`src/rtl/cpu_pkg.sv`:
```
// Shared load/store funct3 codes, MMIO register offsets and STATUS layout.
// Pure definitions; no logic, no latency, no flow control.
package cpu_pkg;

    localparam logic [2:0] LOAD_LB  = 3'b000;
    localparam logic [2:0] LOAD_LH  = 3'b001;
    localparam logic [2:0] LOAD_LW  = 3'b010;
    localparam logic [2:0] LOAD_LBU = 3'b100;
    localparam logic [2:0] LOAD_LHU = 3'b101;

    localparam logic [2:0] STORE_SB = 3'b000;
    localparam logic [2:0] STORE_SH = 3'b001;
    localparam logic [2:0] STORE_SW = 3'b010;

    localparam logic [4:0] MMIO_OFF_TXDATA  = 5'h00;
    localparam logic [4:0] MMIO_OFF_STATUS  = 5'h04;
    localparam logic [4:0] MMIO_OFF_CTRL    = 5'h08;
    localparam logic [4:0] MMIO_OFF_TIMER   = 5'h0C;
    localparam logic [4:0] MMIO_OFF_TIMECMP = 5'h10;
    localparam logic [4:0] MMIO_OFF_IRQCLR  = 5'h14;

    localparam int STATUS_FULL_BIT  = 0;
    localparam int STATUS_EMPTY_BIT = 1;
    localparam int STATUS_COUNT_LSB = 2;
    localparam int STATUS_IRQ_BIT   = 8;

    function automatic logic [31:0] merge_bytes(input logic [31:0] old_w,
                                                input logic [31:0] new_w,
                                                input logic [3:0]  be);
        logic [31:0] r;
        for (int i = 0; i < 4; i++)
            r[i*8 +: 8] = be[i] ? new_w[i*8 +: 8] : old_w[i*8 +: 8];
        return r;
    endfunction

endpackage

```
`src/rtl/sync_fifo.sv`:
```
// Generic synchronous FIFO; head is combinational (0 when empty), count/flags registered.
// Push ignored when full, pop ignored when empty; caller applies backpressure from full.
module sync_fifo #(
    parameter int WIDTH = 8,
    parameter int DEPTH = 8
) (
    input  logic                     clk,
    input  logic                     reset,
    input  logic                     push,
    input  logic [WIDTH-1:0]         din,
    input  logic                     pop,
    output logic                     full,
    output logic                     empty,
    output logic [$clog2(DEPTH):0]   count,
    output logic [WIDTH-1:0]         head
);
    localparam int PW = $clog2(DEPTH);
    localparam int CW = PW + 1;

    logic [WIDTH-1:0] mem_q [DEPTH];
    logic [PW-1:0]    wr_ptr_q, wr_ptr_d;
    logic [PW-1:0]    rd_ptr_q, rd_ptr_d;
    logic [CW-1:0]    count_q, count_d;
    logic             do_push, do_pop;

    assign full    = (count_q == CW'(DEPTH));
    assign empty   = (count_q == '0);
    assign count   = count_q;
    assign head    = empty ? '0 : mem_q[rd_ptr_q];
    assign do_push = push && !full;
    assign do_pop  = pop && !empty;

    // Power-of-two depth lets the pointers wrap by plain overflow.
    always_comb begin
        wr_ptr_d = do_push ? wr_ptr_q + 1'b1 : wr_ptr_q;
        rd_ptr_d = do_pop  ? rd_ptr_q + 1'b1 : rd_ptr_q;
        count_d  = count_q;
        case ({do_push, do_pop})
            2'b10:   count_d = count_q + 1'b1;
            2'b01:   count_d = count_q - 1'b1;
            default: count_d = count_q;
        endcase
    end

    always_ff @(posedge clk) begin
        if (reset) begin
            wr_ptr_q <= '0;
            rd_ptr_q <= '0;
            count_q  <= '0;
        end else begin
            wr_ptr_q <= wr_ptr_d;
            rd_ptr_q <= rd_ptr_d;
            count_q  <= count_d;
        end
    end

    always_ff @(posedge clk) begin
        if (do_push)
            mem_q[wr_ptr_q] <= din;
    end

endmodule

```
`src/rtl/mmio_responder.sv`:
```
// MMIO window on the data-memory port: TX byte FIFO, STATUS/CTRL, timer with compare IRQ.
// Loads zero-latency, stores commit at the edge; mem_busy holds a TXDATA store while the FIFO is full.
module mmio_responder
    import cpu_pkg::*;
#(
    parameter logic [31:0] BASE_ADDR  = 32'h1000_0000,
    parameter int          FIFO_DEPTH = 8
) (
    input  logic        clk,
    input  logic        reset,
    input  logic        mem_read_en,
    input  logic        mem_write_en,
    input  logic [2:0]  load_type,
    input  logic [2:0]  store_type,
    input  logic [31:0] ram_address,
    input  logic [31:0] data_in,
    output logic [31:0] data_out,
    output logic        mem_busy,
    output logic        access_err,
    output logic [7:0]  tx_data,
    output logic        tx_valid,
    input  logic        tx_ready,
    output logic        timer_irq
);
    localparam int CW = $clog2(FIFO_DEPTH) + 1;

    logic          hit, is_store, is_load, st_ok, ld_ok, st_mis, ld_mis, wr_ok, rd_ok;
    logic [4:0]    word_off;
    logic [3:0]    be;
    logic [31:0]   wdata, rword;
    logic [7:0]    rbyte;
    logic [15:0]   rhalf;
    logic          push_req, fifo_push, fifo_pop, fifo_full, fifo_empty;
    logic [CW-1:0] fifo_count;
    logic [7:0]    fifo_head;

    logic [1:0]    ctrl_q, ctrl_d;
    logic [31:0]   timer_q, timer_d;
    logic [31:0]   timecmp_q, timecmp_d;
    logic          irq_q, irq_d;

    assign hit      = (ram_address[31:5] == BASE_ADDR[31:5]);
    assign word_off = {ram_address[4:2], 2'b00};
    // A simultaneous read and write is handled purely as a store.
    assign is_store = mem_write_en;
    assign is_load  = mem_read_en && !mem_write_en;

    always_comb begin
        st_ok  = (store_type == STORE_SB) || (store_type == STORE_SH) || (store_type == STORE_SW);
        ld_ok  = (load_type == LOAD_LB) || (load_type == LOAD_LH) || (load_type == LOAD_LW) ||
                 (load_type == LOAD_LBU) || (load_type == LOAD_LHU);
        st_mis = ((store_type == STORE_SH) && ram_address[0]) ||
                 ((store_type == STORE_SW) && (ram_address[1:0] != 2'b00));
        ld_mis = (((load_type == LOAD_LH) || (load_type == LOAD_LHU)) && ram_address[0]) ||
                 ((load_type == LOAD_LW) && (ram_address[1:0] != 2'b00));
        wr_ok      = hit && is_store && st_ok && !st_mis;
        rd_ok      = hit && is_load && ld_ok && !ld_mis;
        access_err = hit && ((is_store && !(st_ok && !st_mis)) || (is_load && !(ld_ok && !ld_mis)));
    end

    always_comb begin
        be    = 4'b0000;
        wdata = data_in;
        case (store_type)
            STORE_SB: begin be = 4'b0001 << ram_address[1:0]; wdata = {4{data_in[7:0]}}; end
            STORE_SH: begin be = ram_address[1] ? 4'b1100 : 4'b0011; wdata = {2{data_in[15:0]}}; end
            STORE_SW: be = 4'b1111;
            default:  be = 4'b0000;
        endcase
    end

    // Only stores that land a byte in lane 0 feed the FIFO, so only those can stall.
    assign push_req  = wr_ok && (word_off == MMIO_OFF_TXDATA) && be[0];
    assign mem_busy  = push_req && fifo_full;
    assign fifo_push = push_req && !fifo_full;
    assign fifo_pop  = !fifo_empty && tx_ready;
    assign tx_valid  = !fifo_empty;
    assign tx_data   = fifo_head;
    assign timer_irq = irq_q && ctrl_q[1];

    sync_fifo #(.WIDTH(8), .DEPTH(FIFO_DEPTH)) u_tx_fifo (
        .clk   (clk),
        .reset (reset),
        .push  (fifo_push),
        .din   (data_in[7:0]),
        .pop   (fifo_pop),
        .full  (fifo_full),
        .empty (fifo_empty),
        .count (fifo_count),
        .head  (fifo_head)
    );

    always_comb begin
        ctrl_d    = ctrl_q;
        timer_d   = timer_q + {31'd0, ctrl_q[0]};
        timecmp_d = timecmp_q;
        irq_d     = irq_q;
        if (wr_ok && (word_off == MMIO_OFF_CTRL) && be[0])
            ctrl_d = wdata[1:0];
        if (wr_ok && (word_off == MMIO_OFF_TIMER))
            timer_d = merge_bytes(timer_q, wdata, be);
        if (wr_ok && (word_off == MMIO_OFF_TIMECMP))
            timecmp_d = merge_bytes(timecmp_q, wdata, be);
        if (wr_ok && (word_off == MMIO_OFF_IRQCLR) && be[0] && wdata[0])
            irq_d = 1'b0;
        // Compare uses the pre-increment count; a match overrides a same-cycle clear.
        if (ctrl_q[0] && (timer_q == timecmp_q))
            irq_d = 1'b1;
    end

    always_ff @(posedge clk) begin
        if (reset) begin
            ctrl_q    <= 2'b00;
            timer_q   <= 32'd0;
            timecmp_q <= 32'hFFFF_FFFF;
            irq_q     <= 1'b0;
        end else begin
            ctrl_q    <= ctrl_d;
            timer_q   <= timer_d;
            timecmp_q <= timecmp_d;
            irq_q     <= irq_d;
        end
    end

    always_comb begin
        rword = 32'd0;
        case (word_off)
            MMIO_OFF_STATUS: begin
                rword[STATUS_FULL_BIT]          = fifo_full;
                rword[STATUS_EMPTY_BIT]         = fifo_empty;
                rword[STATUS_COUNT_LSB +: 5]    = 5'(fifo_count);
                rword[STATUS_IRQ_BIT]           = irq_q;
            end
            MMIO_OFF_CTRL:    rword = {30'd0, ctrl_q};
            MMIO_OFF_TIMER:   rword = timer_q;
            MMIO_OFF_TIMECMP: rword = timecmp_q;
            default:          rword = 32'd0;
        endcase
        case (ram_address[1:0])
            2'd0:    rbyte = rword[7:0];
            2'd1:    rbyte = rword[15:8];
            2'd2:    rbyte = rword[23:16];
            default: rbyte = rword[31:24];
        endcase
        rhalf    = ram_address[1] ? rword[31:16] : rword[15:0];
        data_out = 32'd0;
        if (rd_ok) begin
            case (load_type)
                LOAD_LB:  data_out = {{24{rbyte[7]}}, rbyte};
                LOAD_LBU: data_out = {24'd0, rbyte};
                LOAD_LH:  data_out = {{16{rhalf[15]}}, rhalf};
                LOAD_LHU: data_out = {16'd0, rhalf};
                default:  data_out = rword;
            endcase
        end
    end

endmodule

```
`config.mk`:
```
export PLATFORM = sky130hd
export DESIGN_NAME = mmio_responder
export DESIGN_NICKNAME = d
export VERILOG_FILES = /design/src/rtl/cpu_pkg.sv /design/src/rtl/sync_fifo.sv /design/src/rtl/mmio_responder.sv
export SDC_FILE = /design/constraint.sdc
export NUM_CORES = 1
export LEC_CHECK = 0
export BUFFER_PORTS_ARGS = -buffer_cell sky130_fd_sc_hd__clkbuf_2
export CAP_MARGIN = 5
export CELL_PAD_IN_SITES_DETAIL_PLACEMENT = 0
export CELL_PAD_IN_SITES_GLOBAL_PLACEMENT = 1
export CORE_MARGIN = 1
export CORE_UTILIZATION = 46
export CTS_CLUSTER_DIAMETER = 30
export CTS_CLUSTER_SIZE = 40
export DETAILED_ROUTE_END_ITERATION = 16
export PLACE_DENSITY_LB_ADDON = 0.1
export SLEW_MARGIN = 25
export SYNTH_ARGS = -nofsm -noshare
export SYNTH_HDL_FRONTEND = slang
export SYNTH_SLANG_ARGS = --single-unit
```
`constraint.sdc`:
```
create_clock -name clk -period 5.57 [get_ports clk]
set_input_delay 0.8355 -clock clk [delete_from_list [all_inputs] [get_ports clk]]
set_output_delay 0.8355 -clock clk [all_outputs]
set_load 0.005 [all_outputs]
```
; ---- After elaboration in Yosys (flattened, before gate mapping)
; Memories as Yosys holds them, arrays and structs flattened. A register that Yosys moved wholly into a read port is not among the register bits.
; Cells that the tools add are included.
[word_totals]
regBits = 77
mem_bits_rw = 64
inputBits = 75
out_inout_bits = 44
word_cells = 127
memories = 1
[memory_table]
columns = name, words, width, rd, rd_ports_with_merged_regs, write_ports, line_no
row1 = u_tx_fifo.mem_q, 8, 8, 1, 1, 1, sync_fifo.sv:20  ; logic [WIDTH-1:0] mem_q [DEPTH];
[op_classes]
n_addsub = 5
eq_ne = 22
shift = 1
mux = 24
reduce_logical = 61
[op_table]
columns = cell, n
row1 = $pmux W32 S4, 1
row2 = $mux W32, 2
row3 = $pmux W32 S2, 1
row4 = $pmux W23 S2, 1
row5 = $mux W8, 5
row6 = $add A32 B1 Y32, 1
row7 = $eq A32 B32 Y1, 1
row8 = $logic_and A1 B1 Y1, 32
row9 = $pmux W7 S4, 1
row10 = $eq A27 B24 Y1 const B, 1
row11 = $pmux W8 S3, 1
row12 = $mux W16, 1
row13 = $eq A3 B2 Y1 const B, 4
row14 = $eq A3 B3 Y1 const B, 4
row15 = $pmux W4 S3, 1
row16 = $logic_or A1 B1 Y1, 10
row17 = $eq A3 B1 Y1 const B, 3
row18 = $ne A2 B2 Y1 const B, 4
row19 = $pmux W4 S2, 1
row20 = $reduce_and A2 Y1, 4
row21 = $logic_not A1 Y1, 7
row22 = $add A3 B1 Y3 const B, 2
row23 = $logic_not A3 Y1, 2
row24 = $mux W3, 2
row25 = other kinds (14), 21

; ---- Logic depth before layout (Yosys ltp)
; Gate-level depths: netlist of run 1.
[logic_depth]
ltp_word = 11
ltp_mapped = 12
ltp_nobuf = 11

; ---- Modules after synthesis
; From an unflattened synthesis of run 1, not the netlist that was laid out.
[hier_totals]
cells_unflattened = 893
area_unflattened_um2 = 8684.6
[modules_own_cells]
columns = module, n_inst, cells_per_inst, area_per_inst_um2, seq_area_each_um2
row1 = mmio_responder, 1, 718, 5559.1, 1341.3
row2 = sync_fifo, 1, 175, 3125.5, 2182.1

; ---- Worst setup path after synthesis of run 1
; No wires, ideal clock.
[synth_timing]
kind = input port to flip-flop
start = input ram_address[15]
end = memory u_tx_fifo.mem_q[4][0] (enable)
setup_ns = 0.398
t_arrival_ns = 2.950
t_required_ns = 5.172
slack_ns = 2.222
stages = 5
path_buffers = 0
path_cell_list = nor4_2 -> nand4_2 -> nor3_4 -> nand4_4 -> nor4b_1
[synth_between]
elab_chain_cells = 10
[synth_rtl]
columns = element, line_no
row1 = from (decl), mmio_responder.sv:15  ; input logic [31:0] ram_address,
row2 = $eq A27 B24 Y1, mmio_responder.sv:42  ; assign hit = (ram_address[31:5] == BASE_ADDR[31:5]);
row3 = $logic_and A1 B1 Y1 (3 in series), mmio_responder.sv:56  ; wr_ok = hit && is_store && st_ok && !st_mis;
row4 = $logic_and A1 B1 Y1 (2 in series), mmio_responder.sv:73  ; assign push_req = wr_ok && (word_off == MMIO_OFF_TXDATA) && be[0];
row5 = $logic_and A1 B1 Y1, mmio_responder.sv:75  ; assign fifo_push = push_req && !fifo_full;
row6 = $logic_and A1 B1 Y1, sync_fifo.sv:30  ; assign do_push = push && !full;
row7 = $mux W1, sync_fifo.sv:58  ; if (do_push)
row8 = $mux W1 (implied by the code), sync_fifo.sv:59  ; mem_q[wr_ptr_q] <= din;
row9 = to (decl), sync_fifo.sv:20
; No other way between the ends.

; ---- Worst setup path after layout of run 1
[layout_timing]
start = input ram_address[6]
end = output data_out[16]
[layout_between]
elab_chain_cells = 5
[layout_rtl]
columns = element, line_no
row1 = $eq A27 B24 Y1, mmio_responder.sv:42
row2 = $logic_and A1 B1 Y1 (3 in series), mmio_responder.sv:57  ; rd_ok = hit && is_load && ld_ok && !ld_mis;
row3 = $mux W32, mmio_responder.sv:147  ; if (rd_ok) begin
row4 = to (decl), mmio_responder.sv:17  ; output logic [31:0] data_out,
; No other way between the ends.

==> results of run 1 <==
layout make-up:
cell class / count / area [µm²] / share of cell area
Clock inverter: 14 / 132.6 / 0.01399
Multi-Input combinational cell: 616 / 4378 / 0.4617
Tap cell: 225 / 281.5 / 0.02969
Sequential cell: 144 / 3525 / 0.3717
Clock buffer: 17 / 425.4 / 0.04486
Inverter: 16 / 60.06 / 0.006333
Timing Repair Buffer: 130 / 680.7 / 0.07178
layer usage:
layer | up-vias | track usage | part of all wire
met1 | 3452 | 0.3506 | 0.42
met4 | 0 | 0.1223 | 0.035
met2 | 288 | 0.4861 | 0.50
met5 | - | 0 | 0
met3 | 46 | 0.03891 | 0.045
li1 | 3388 | - | -
registers in the layout, summed over array words and instances, names as in the netlist, named ones only:
name	cells
u_tx_fifo.rd_ptr_q	3
timer_q	32
u_tx_fifo.mem_q	64
irq_q	1
u_tx_fifo.wr_ptr_q	3
u_tx_fifo.count	4
timecmp_q	32
ctrl_q	2
worst paths after layout:
path | slack, ps | end | from | cells past startpoint
setup reg to reg | 2250 | timer_q[26]$_SDFFE_PP0P_ | ctrl_q[0]$_SDFFE_PP0P_ | 8
setup / recovery | 1390 | data_out[16] | ram_address[6] | 8
hold reg to reg | 500 | u_tx_fifo.rd_ptr_q[1]$_SDFFE_PP0P_ | u_tx_fifo.rd_ptr_q[1]$_SDFFE_PP0P_ | 2
hold / removal | 500 | u_tx_fifo.rd_ptr_q[1]$_SDFFE_PP0P_ | u_tx_fifo.rd_ptr_q[1]$_SDFFE_PP0P_ | 2
kinds of logic after synthesis:
kind of cell / synth area share
xor gates and xnor gates: 0.04163
adders and majority gates: 0.01067
muxes: 0.1032
buffers and inverters: 0.03949
and+or+nand+nor: 0.1905
DFF: 0.4294
AOI/OAI and AO/OA: 0.1851
synth_stat cells (12+ instances only):
library cell,count
a211oi_1,12
nand4_1,16
edfxtp_1,64
xnor2_1,21
dfxtp_1,80
mux4_2,16
mux2i_1,34
a22oi_1,28
a21oi_1,57
clkbuf_1,37
mux2_2,13
buf_2,15
inv_1,15
nand2_1,57
nand3_1,29
xor2_1,18
nor3_1,32
nor2_1,66
o21ai_0,30
stage by stage:
step                cells  setup slack (ps)  cell area (µm²)  hold slack, ps  utilization
floorplan             837              2222             8205           454.1            -
global placement     1131              1505             8904           465.6       0.5130
detailed placement   1131              1434             8925           492.5       0.5142
CTS                  1162              1430             9483           501.7       0.5464
global route         1162              1152             9483           535.1       0.5464
finish               1162              1391             9483           495.7       0.5464
critical path, cell delays in order:
cell	delay [ps]
clkbuf_2	80
nor4_2	330
nand4_2	240
nor2_1	250
nand4b_2	400
a2111o_1	810
o21ai_0	210
clkbuf_2	160
power by group through the flow:
stage | Sequential, mW | Clock, mW | Combinational [mW]
6_report | 1.10 | 1.09 | 0.163
4_1_cts | 1.10 | 1.10 | 0.161
2_1_floorplan | 1.12 | 0 | 0.0878
3_3_place_gp | 1.12 | 0 | 0.158
3_5_place_dp | 1.12 | 0 | 0.160
5_1_grt | 1.10 | 1.14 | 0.175
==> run_results.csv, run 1 <==
group,metric,value,unit
finish,fillerInstances,1539,
sta,worst_pin_slew,1118,ps
logic_synthesis,synth_top_area_share,0.2342,
placement,io_buffers,118,
logic_synthesis,syn_area,8205,µm²
power,irDropWorstVdd,0.2102,mV
cts,htree_levels,4,
grt,grt_overflow,0,
run,maxCapViolCount,0,
cts,cts-root-buf,"clkbuf_16",
sta,slew_viol_final,0,
setup_path,end_kind,"output pin",
grt,grt_util_all_layers,0.2821,
cts,cts_setup_buffers,0,
sta,setup_violations,0,
finish,n_antenna_cell,0,
finish,final_cell_mix,"clkbuf_2 (117), dfxtp_1 (79), nor2_1 (66), edfxtp_1 (64)",
setup_path,startpoint_type,"primary input",
setup_path,crit_type,"primary input to output pin",
finish,layout_commonest_cell,"clkbuf_2",
logic_synthesis,synth_flop_cell,"dfxtp_1",
floorplan,core-area,17360,µm²
cts,cts.sinks,144,
cts,post_cts_resized,0,
setup_path,crit_required,4730,ps
cts,clk_path_buf_depth,2,
logic_synthesis,avgSynthCellArea,9.803,µm²
power,leakagePower,3.392,nW
detailed_routing,drt_wl_total,25420,µm
placement,hpwlAfterDp,18580,µm
sta,setup-tns-final,0,ps
logic_synthesis,syn_nets,919,
detailed_routing,drtIter0Drc,657,
grt,grt_max_degree,54,
sta,period_needed,4179,ps
logic_synthesis,synth-edff-count,64,
cts,hold_buffers,0,
finish,drive_gt1_frac,0.2401,
logic_synthesis,ys_seq_elements,144,
sta,hold_violations,0,
hold_path,hold_path.class,"flop to flop",
detailed_routing,route.detailed.drc,0,
floorplan,die_h,135.6,µm
setup_path,worstPathArrival,3340,ps
sta,max_slew_margin,0.2479,
floorplan,ios,119,
cts,clk_pin_slew,60,ps
power,power,2.354,mW
logic_synthesis,yosys_warnings,0,
finish,finalNetCount,1007,
detailed_routing,via_count,7174,
detailed_routing,drtPass1Iterations,5,
power,powerDensity,248.3,nW/µm²
run_status,outcome,"completed",
power,p_clk_frac,0.463,
finish,areaGrowthSynthToFinish,15.57,%
logic_synthesis,syn_inst,837,
cts,numCtsBuffers,17,
logic_synthesis,synthTopCellsByArea,"edfxtp_1 (23%), dfxtp_1 (20%), mux4_2 (4.4%)",
power,internal-power,1.775,mW
cts,clock_latency,420,ps
logic_synthesis,ys_types,72,
floorplan,row_count,48,
logic_synthesis,postSynth.asyncResetShare,0,
placement,gp_congestion,0.9590,
sta,fmaxAchievable,239.3,MHz
detailed_routing,vias_per_cell,6.174,
floorplan,die_area,18380,µm²
power,power_switching,0.5794,mW
sta,rsz0062_at_grt,"false",
sta,clock_skew,10.96,ps
setup_path,critPathMaxFanout,18,
power,switching_share,0.2461,
logic_synthesis,seq_area_frac_synth,0.4294,
floorplan,die_x,135.6,µm
grt,antenna_found_initial,0,
grt,grt_pass1_wl,38540,µm
logic_synthesis,yosysTopAreaCell,"edfxtp_1",
cts,cts_tree,"built",
grt,grt_pass1_vias,6843,
floorplan,start_util,0.4728,
power,comb_power_share,0.069,
detailed_routing,avgRoutedWirePerCell,21.87,µm
detailed_routing,antenna_left,0,
sta,period_share,0.7502,
power,p_seq_frac,0.468,
Power figures use the tool's default switching activity.
==> run 2, diff against run 1 <==
--- a/config.mk
+++ b/config.mk
@@ -5,12 +5,13 @@
 export SDC_FILE = /design/constraint.sdc
 export NUM_CORES = 1
 export LEC_CHECK = 0
+export ABC_AREA = 1
 export BUFFER_PORTS_ARGS = -buffer_cell sky130_fd_sc_hd__clkbuf_2
 export CAP_MARGIN = 5
 export CELL_PAD_IN_SITES_DETAIL_PLACEMENT = 0
 export CELL_PAD_IN_SITES_GLOBAL_PLACEMENT = 1
 export CORE_MARGIN = 1
-export CORE_UTILIZATION = 46
+export CORE_UTILIZATION = 42
 export CTS_CLUSTER_DIAMETER = 30
 export CTS_CLUSTER_SIZE = 40
 export DETAILED_ROUTE_END_ITERATION = 16
==> constraint.sdc (replaced) <==
create_clock -name clk -period 4.3 [get_ports clk]
set_input_delay 0.645 -clock clk [delete_from_list [all_inputs] [get_ports clk]]
set_output_delay 0.645 -clock clk [all_outputs]
set_load 0.005 [all_outputs]
==> run 2 against run 1 <==
Against the previous run: clock-buffer cell count stayed put; sequential power is 38% higher; worst setup slack worse by 480 ps; die area is 25% higher; highest routed layer unchanged; sequential cell count stayed put; first-iteration DRC count is 42% higher; power is 70% higher; clock skew is 4.1 ps higher; via count is 36% higher; combinational power grew to 5.5 times the previous value; global-route usage is 2.7 points higher.
==> run_results.csv, run 2 <==
group,metric,value,unit
run_status,outcome,"completed",
finish,top_regs,"u_tx_fifo.mem_q: 64 flops, timecmp_q: 32 flops, timer_q: 32 flops",
finish,drive_gt1_frac,0.1376,
detailed_routing,drt_wl_total,34420,µm
logic_synthesis,postSynth.asyncResetShare,0,
cts,numCtsBuffers,17,
finish,n_antenna_cell,0,
finish,largest_reg_flops,64,
finish,stdcell_count,1835,
logic_synthesis,syn_area,9394,µm²
logic_synthesis,seq_area_frac_synth,0.3751,
power,leakagePower,4.858,nW
grt,grt_overflow,0,
floorplan,row_count,54,
setup_path,worstPathArrival,2740,ps
logic_synthesis,synth_mux_area_frac,0,
cts,cts.sinks,144,
cts,cts-root-buf,"clkbuf_16",
sta,fmaxAchievable,295.1,MHz
cts,hold_buffers,0,
sta,clock_skew,15.01,ps
logic_synthesis,ys_types,43,
logic_synthesis,yosys_warnings,0,
setup_path,r2r-end,"timer_q[28]$_SDFFE_PP0P_",
logic_synthesis,synth_top_area_share,0.2046,
logic_synthesis,avgSynthCellArea,6.537,µm²
logic_synthesis,yosys.area_share.simple,0.3860,
placement,io_buffers,118,
cts,clk_path_buf_depth,2,
run,maxCapViolCount,0,
sta,fin_ws,911.3,ps
grt,grt_pass1_wl,52420,µm
sta,setup-tns-final,0,ps
sta,setup_violations,0,
setup_path,crit_required,3650,ps
sta,slew_viol_final,0,
grt,antenna_found_initial,1,
floorplan,die_h,151.6,µm
detailed_routing,drtPass1Iterations,7,
placement,dp_cells,1803,
placement,preCtsSetupSlack,924.2,ps
finish,areaGrowthSynthToFinish,15.52,%
floorplan,die_x,151.6,µm
logic_synthesis,synth_compound_area_frac,0.1195,
logic_synthesis,yosysTopAreaCell,"edfxtp_1",
grt,grt_pass1_vias,9045,
cts,post_cts_resized,0,
sta,rsz0062_at_grt,"false",
logic_synthesis,synthXorXnorAreaFrac,0.02424,
logic_synthesis,synth_most_common_cell,"nand2_1",
hold_path,hp-start,"timecmp_q[25]$_SDFFE_PP1P_",
placement,hpwlAfterDp,25990,µm
grt,grt_max_degree,33,
detailed_routing,vias_per_cell,5.307,
hold_path,holdPathEnd,"timecmp_q[25]$_SDFFE_PP1P_",
detailed_routing,avgRoutedWirePerCell,18.76,µm
sta,period_needed,3389,ps
cts,clock_latency,430,ps
logic_synthesis,synth_flop_cell,"dfxtp_1",
detailed_routing,route.detailed.drc,0,
logic_synthesis,synth_fa_ha_area_frac,0.009323,
logic_synthesis,ys_top_cells_by_count,"nand2_1 (425), nor2_1 (252), inv_1 (153)",
logic_synthesis,syn_nets,1519,
finish,final_cell_mix,"nand2_1 (425), nor2_1 (252), inv_1 (153), clkbuf_2 (118), nand3_1 (96)",
cts,cts_tree,"built",
sta,max_slew_margin,0.3488,
sta,worst_pin_slew,975.7,ps
cts,htree_levels,4,
sta,hold_violations,0,
setup_path,startpoint_type,"primary input",
floorplan,die_area,22970,µm²
logic_synthesis,synth-edff-count,64,
floorplan,start_util,0.4291,
detailed_routing,antenna_left,0,
finish,utilization,0.4957,
setup_path,timing.rr.start,"timer_q[0]$_SDFFE_PP0P_",
power,powerDensity,369.7,nW/µm²
power,irDropWorstVdd,0.2452,mV
setup_path,r2r_slack,1770,ps
placement,gp_congestion,0.9420,
finish,finalNetCount,1624,
hold_path,hold_path.class,"flop to flop",
setup_path,reg2reg_depth,13,
floorplan,ios,119,
logic_synthesis,syn_inst,1437,
logic_synthesis,synth_top_family_by_area,"simple AND/OR/NAND/NOR gates",
hold_path,min_path_cells,2,
finish,layout_commonest_cell,"nand2_1",
logic_synthesis,ys_seq_elements,144,
setup_path,critPathMaxFanout,23,
floorplan,core-area,21890,µm²
cts,cts_setup_buffers,0,
setup_path,end_kind,"output pin",
grt,grt_util_all_layers,0.3088,
cts,clk_pin_slew,80,ps
detailed_routing,via_count,9739,
finish,largest-register,"u_tx_fifo.mem_q",
detailed_routing,drtIter0Drc,931,
finish,fillerInstances,2302,
sta,period_share,0.7881,
setup_path,crit_type,"primary input to output pin",
logic_synthesis,synthTopCellsByArea,"edfxtp_1 (20%), dfxtp_1 (17%), nand2_1 (17%)",
run 2: cell types whose count changed in the layout (fill, tap and decap cells not counted), sizes merged, moves of 13 or more:
cell / previous run / this run
o22ai: 1 / 34
o21ai: 43 / 93
nor2: 66 / 274
nand2: 57 / 435
mux2: 13 / 0
a22oi: 28 / 0
nand3: 29 / 102
inv: 22 / 165
mux4: 16 / 0
xnor2: 21 / 8
nor3: 35 / 15
mux2i: 34 / 0
nor4: 16 / 1
run 2: worst max-delay path by stage:
stage | start | cells past startpoint | slack (ps) | end
global route | ram_address[10] | 11 | 760 | data_out[11]
finish | ram_address[3] | 11 | 910 | data_out[21]
floorplan | ram_address[1] | 16 | 1660 | u_tx_fifo.count[3]$_SDFFE_PP0P_
detailed placement | ram_address[3] | 11 | 920 | data_out[21]
global placement | ram_address[1] | 16 | 970 | u_tx_fifo.count[3]$_SDFFE_PP0P_
CTS | ram_address[3] | 11 | 920 | data_out[21]
run 2: final cells by class:
cell class              count  area, µm²  area share
repair buffers            129      673.1     0.06203
flip-flops and latches    144       3523      0.3247
clock buffers              17      425.4     0.03920
clock inverters            15      214.0     0.01972
inverters                 159      601.8     0.05546
multi-input cells        1091       5064      0.4666
well taps                 280      350.3     0.03228
run 2: routing by layer:
metal	up-vias	GRT usage	wire (µm)
met5	-	0	0
met4	0	0.09950	839
met3	51	0.04701	2503
met2	410	0.4916	15720
met1	4413	0.4276	15360
li1	4865	-	-
run 2: power breakdown:
group	switching, mW	internal (mW)	total (mW)
clock network	0.698	0.897	1.60
registers	0.0590	1.46	1.52
logic	0.596	0.301	0.897
run 2: cell families (layout without fill, tap and decap cells):
| group | count (synthesis) | in the layout |
|---|---|---|
| and+or+nand+nor | 856 | 856 |
| AOI/OAI and AO/OA | 202 | 202 |
| buffers and inverters | 202 | 320 |
| DFF | 144 | 144 |
| xor gates and xnor gates | 26 | 26 |
| adders and majority gates | 7 | 7 |
run 2: worst max-delay path, cell delays in order:
cell	delay (ps)
clkbuf_2	180
nor2_4	150
nand2_2	330
inv_2	330
nand2_2	80
nand3_1	110
nand3_2	190
nand2_2	140
nand3_4	230
nor2_2	190
clkbuf_2	130
run 2: per-stage QoR:
step           power [mW]  hold WS, ps  instance area, µm²
2_1_floorplan       2.107        428.9                9394
3_3_place_gp        2.437        440.0               10210
3_5_place_dp        2.443        446.5               10210
4_1_cts             4.025        465.2               10850
5_1_grt             4.200        479.6               10850
6_report            4.012        461.7               10850
==> run 3, diff against run 2 <==
--- a/config.mk
+++ b/config.mk
@@ -5,13 +5,13 @@
 export SDC_FILE = /design/constraint.sdc
 export NUM_CORES = 1
 export LEC_CHECK = 0
-export ABC_AREA = 1
+export ABC_AREA = 0
 export BUFFER_PORTS_ARGS = -buffer_cell sky130_fd_sc_hd__clkbuf_2
 export CAP_MARGIN = 5
 export CELL_PAD_IN_SITES_DETAIL_PLACEMENT = 0
 export CELL_PAD_IN_SITES_GLOBAL_PLACEMENT = 1
 export CORE_MARGIN = 1
-export CORE_UTILIZATION = 42
+export CORE_UTILIZATION = 40
 export CTS_CLUSTER_DIAMETER = 30
 export CTS_CLUSTER_SIZE = 40
 export DETAILED_ROUTE_END_ITERATION = 16
==> constraint.sdc (replaced) <==
create_clock -name clk -period 3 [get_ports clk]
set_input_delay 0.45 -clock clk [delete_from_list [all_inputs] [get_ports clk]]
set_output_delay 0.45 -clock clk [all_outputs]
set_load 0.005 [all_outputs]
==> run 3 against run 2 <==
Against the previous run: critical path depth fell by 1; design area fell by 8.5%; power rose by 11%; non-clock buffer count rose by 44; wire length fell by 23%; clock skew fell by 3.1 ps; sequential share of layout area rose by 3.0 points; critical endpoint is now data_out[16]; largest cell class unchanged.
==> run_results.csv, run 3 (synthesis gave the netlist of run 1 again) <==
group,metric,value,unit
run_status,outcome,"completed",
sta,max_slew_margin,0.3923,
sta,rsz0062_at_grt,"true",
sta,fmaxAchievable,345.8,MHz
finish,multiInputGateArea,4387,µm²
grt,antenna_found_initial,0,
power,leakagePower,3.623,nW
sta,worst_pin_slew,911.5,ps
sta,setup-tns-final,0,ps
finish,final_cell_mix,"clkbuf_2 (117), dfxtp_1 (80), nor2_1 (65), edfxtp_1 (64)",
finish,largest-register,"u_tx_fifo.mem_q",
cts,cts.sinks,144,
cts,clk_path_buf_depth,2,
detailed_routing,antenna_left,0,
floorplan,core-area,20170,µm²
finish,layout_commonest_cell,"clkbuf_2",
setup_path,worstPathArrival,2440,ps
power,powerDensity,450.3,nW/µm²
floorplan,row_count,52,
power,power,4.470,mW
grt,grt_pass1_wl,40430,µm
detailed_routing,drt_wl_total,26510,µm
floorplan,ios,119,
setup_path,crit_required,2550,ps
floorplan,start_util,0.4068,
sta,setup_violations,0,
finish,fillerInstances,1938,
sta,period_share,0.9639,
finish,top_regs,"u_tx_fifo.mem_q: 64 flops, timecmp_q: 32 flops, timer_q: 32 flops",
cts,numCtsBuffers,17,
finish,n_antenna_cell,0,
detailed_routing,drtPass1Iterations,5,
detailed_routing,drtIter0Drc,568,
grt,grt_max_degree,44,
finish,largest_reg_flops,64,
grt,grt_util_all_layers,0.2509,
cts,clock_latency,430,ps
detailed_routing,route.detailed.drc,0,
cts,clk_pin_slew,60,ps
placement,io_buffers,118,
sta,hold_violations,0,
setup_path,startpoint_type,"primary input",
cts,hold_buffers,0,
placement,hpwlAfterDp,19780,µm
cts,cts_tree,"built",
sta,period_needed,2892,ps
setup_path,end_kind,"output pin",
floorplan,die_x,145.2,µm
placement,dp_cells,1217,
finish,register_area,3523,µm²
finish,drive_gt1_frac,0.2783,
power,irDropWorstVdd,0.3385,mV
sta,clock_skew,11.93,ps
setup_path,crit_type,"primary input to output pin",
finish,finalInstanceArea,9926,µm²
cts,cts-root-buf,"clkbuf_16",
sta,slew_viol_final,0,
grt,grt_pass1_vias,7004,
hold_path,hold_path.class,"primary input to flop",
detailed_routing,via_count,7328,
detailed_routing,vias_per_cell,5.858,
cts,htree_levels,4,
run,maxCapViolCount,0,
setup_path,critPathMaxFanout,13,
finish,finalNetCount,1050,
placement,dpl_cell_area,9295,µm²
floorplan,die_area,21090,µm²
placement,gp_congestion,0.9740,
detailed_routing,avgRoutedWirePerCell,21.19,µm
grt,grt_overflow,0,
floorplan,die_h,145.2,µm
finish,stdcell_count,1251,
finish,areaGrowthSynthToFinish,20.97,%
## run 3: cell count changes in the layout (fill, tap and decap cells not counted), sizes merged, moves of 33 or more
cell,previous run,this run
buf,11,55
inv,165,24
mux2i,0,34
nand2,435,57
nand3,102,29
nor2,274,66
o21ai,93,43
o22ai,34,1
## run 3: final timing paths
| kind | startpoint | endpoint | slack (ps) | cells past startpoint |
|---|---|---|---|---|
| max | ram_address[3] | data_out[16] | 110 | 10 |
| max reg2reg | timer_q[0]$_SDFFE_PP0P_ | timer_q[26]$_SDFFE_PP0P_ | 200 | 9 |
| min | tx_ready | u_tx_fifo.rd_ptr_q[1]$_SDFFE_PP0P_ | 390 | 4 |
| min reg2reg | u_tx_fifo.rd_ptr_q[1]$_SDFFE_PP0P_ | u_tx_fifo.rd_ptr_q[1]$_SDFFE_PP0P_ | 490 | 2 |
## run 3: area by class of cell
cell class                      instances  share of cell area
Multi-Input combinational cell        616              0.4420
Clock inverter                         15             0.01475
Timing Repair Buffer                  173              0.1054
Sequential cell                       144              0.3550
Tap cell                              270             0.03404
Inverter                               16            0.006051
Clock buffer                           17             0.04286
## run 3: metrics by stage
step	hold slack, ps	utilization	worst slack [ps]
floorplan	454.1	-	37.32
global placement	470.6	0.4609	137.9
detailed placement	483.4	0.4609	18.04
CTS	378.3	0.4892	97.48
global route	402.1	0.4921	-6.629
finish	385.3	0.4921	108.3
## run 3: per-layer routing
layer,global-route usage,vias to the layer above,wire length [µm]
met2,0.4313,248,13310
met5,0,-,0
met3,0.04308,37,1184
li1,-,3464,-
met4,0.08526,0,674
met1,0.3176,3579,11340
## run 3: where the power goes
part / internal, mW / switching (mW)
combinational: 0.121 / 0.214
sequential: 2.04 / 0.000000000137
clock: 1.17 / 0.924
## run 3: worst max-delay path: stages
cell and delay [ps]:
clkbuf_2 130, nor3b_4 270, buf_12 180, a22oi_1 120, a211oi_2 330, nand2b_1 130
a2111o_1 410, buf_4 190, o21ai_0 90, clkbuf_2 140
## run 3: repair_timing
action / CTS / global route
endpoints found under the setup margin: 0 / 16
hold endpoints to repair: 0 / 0
resized for setup: 0 / 6
setup buffers: 0 / 1
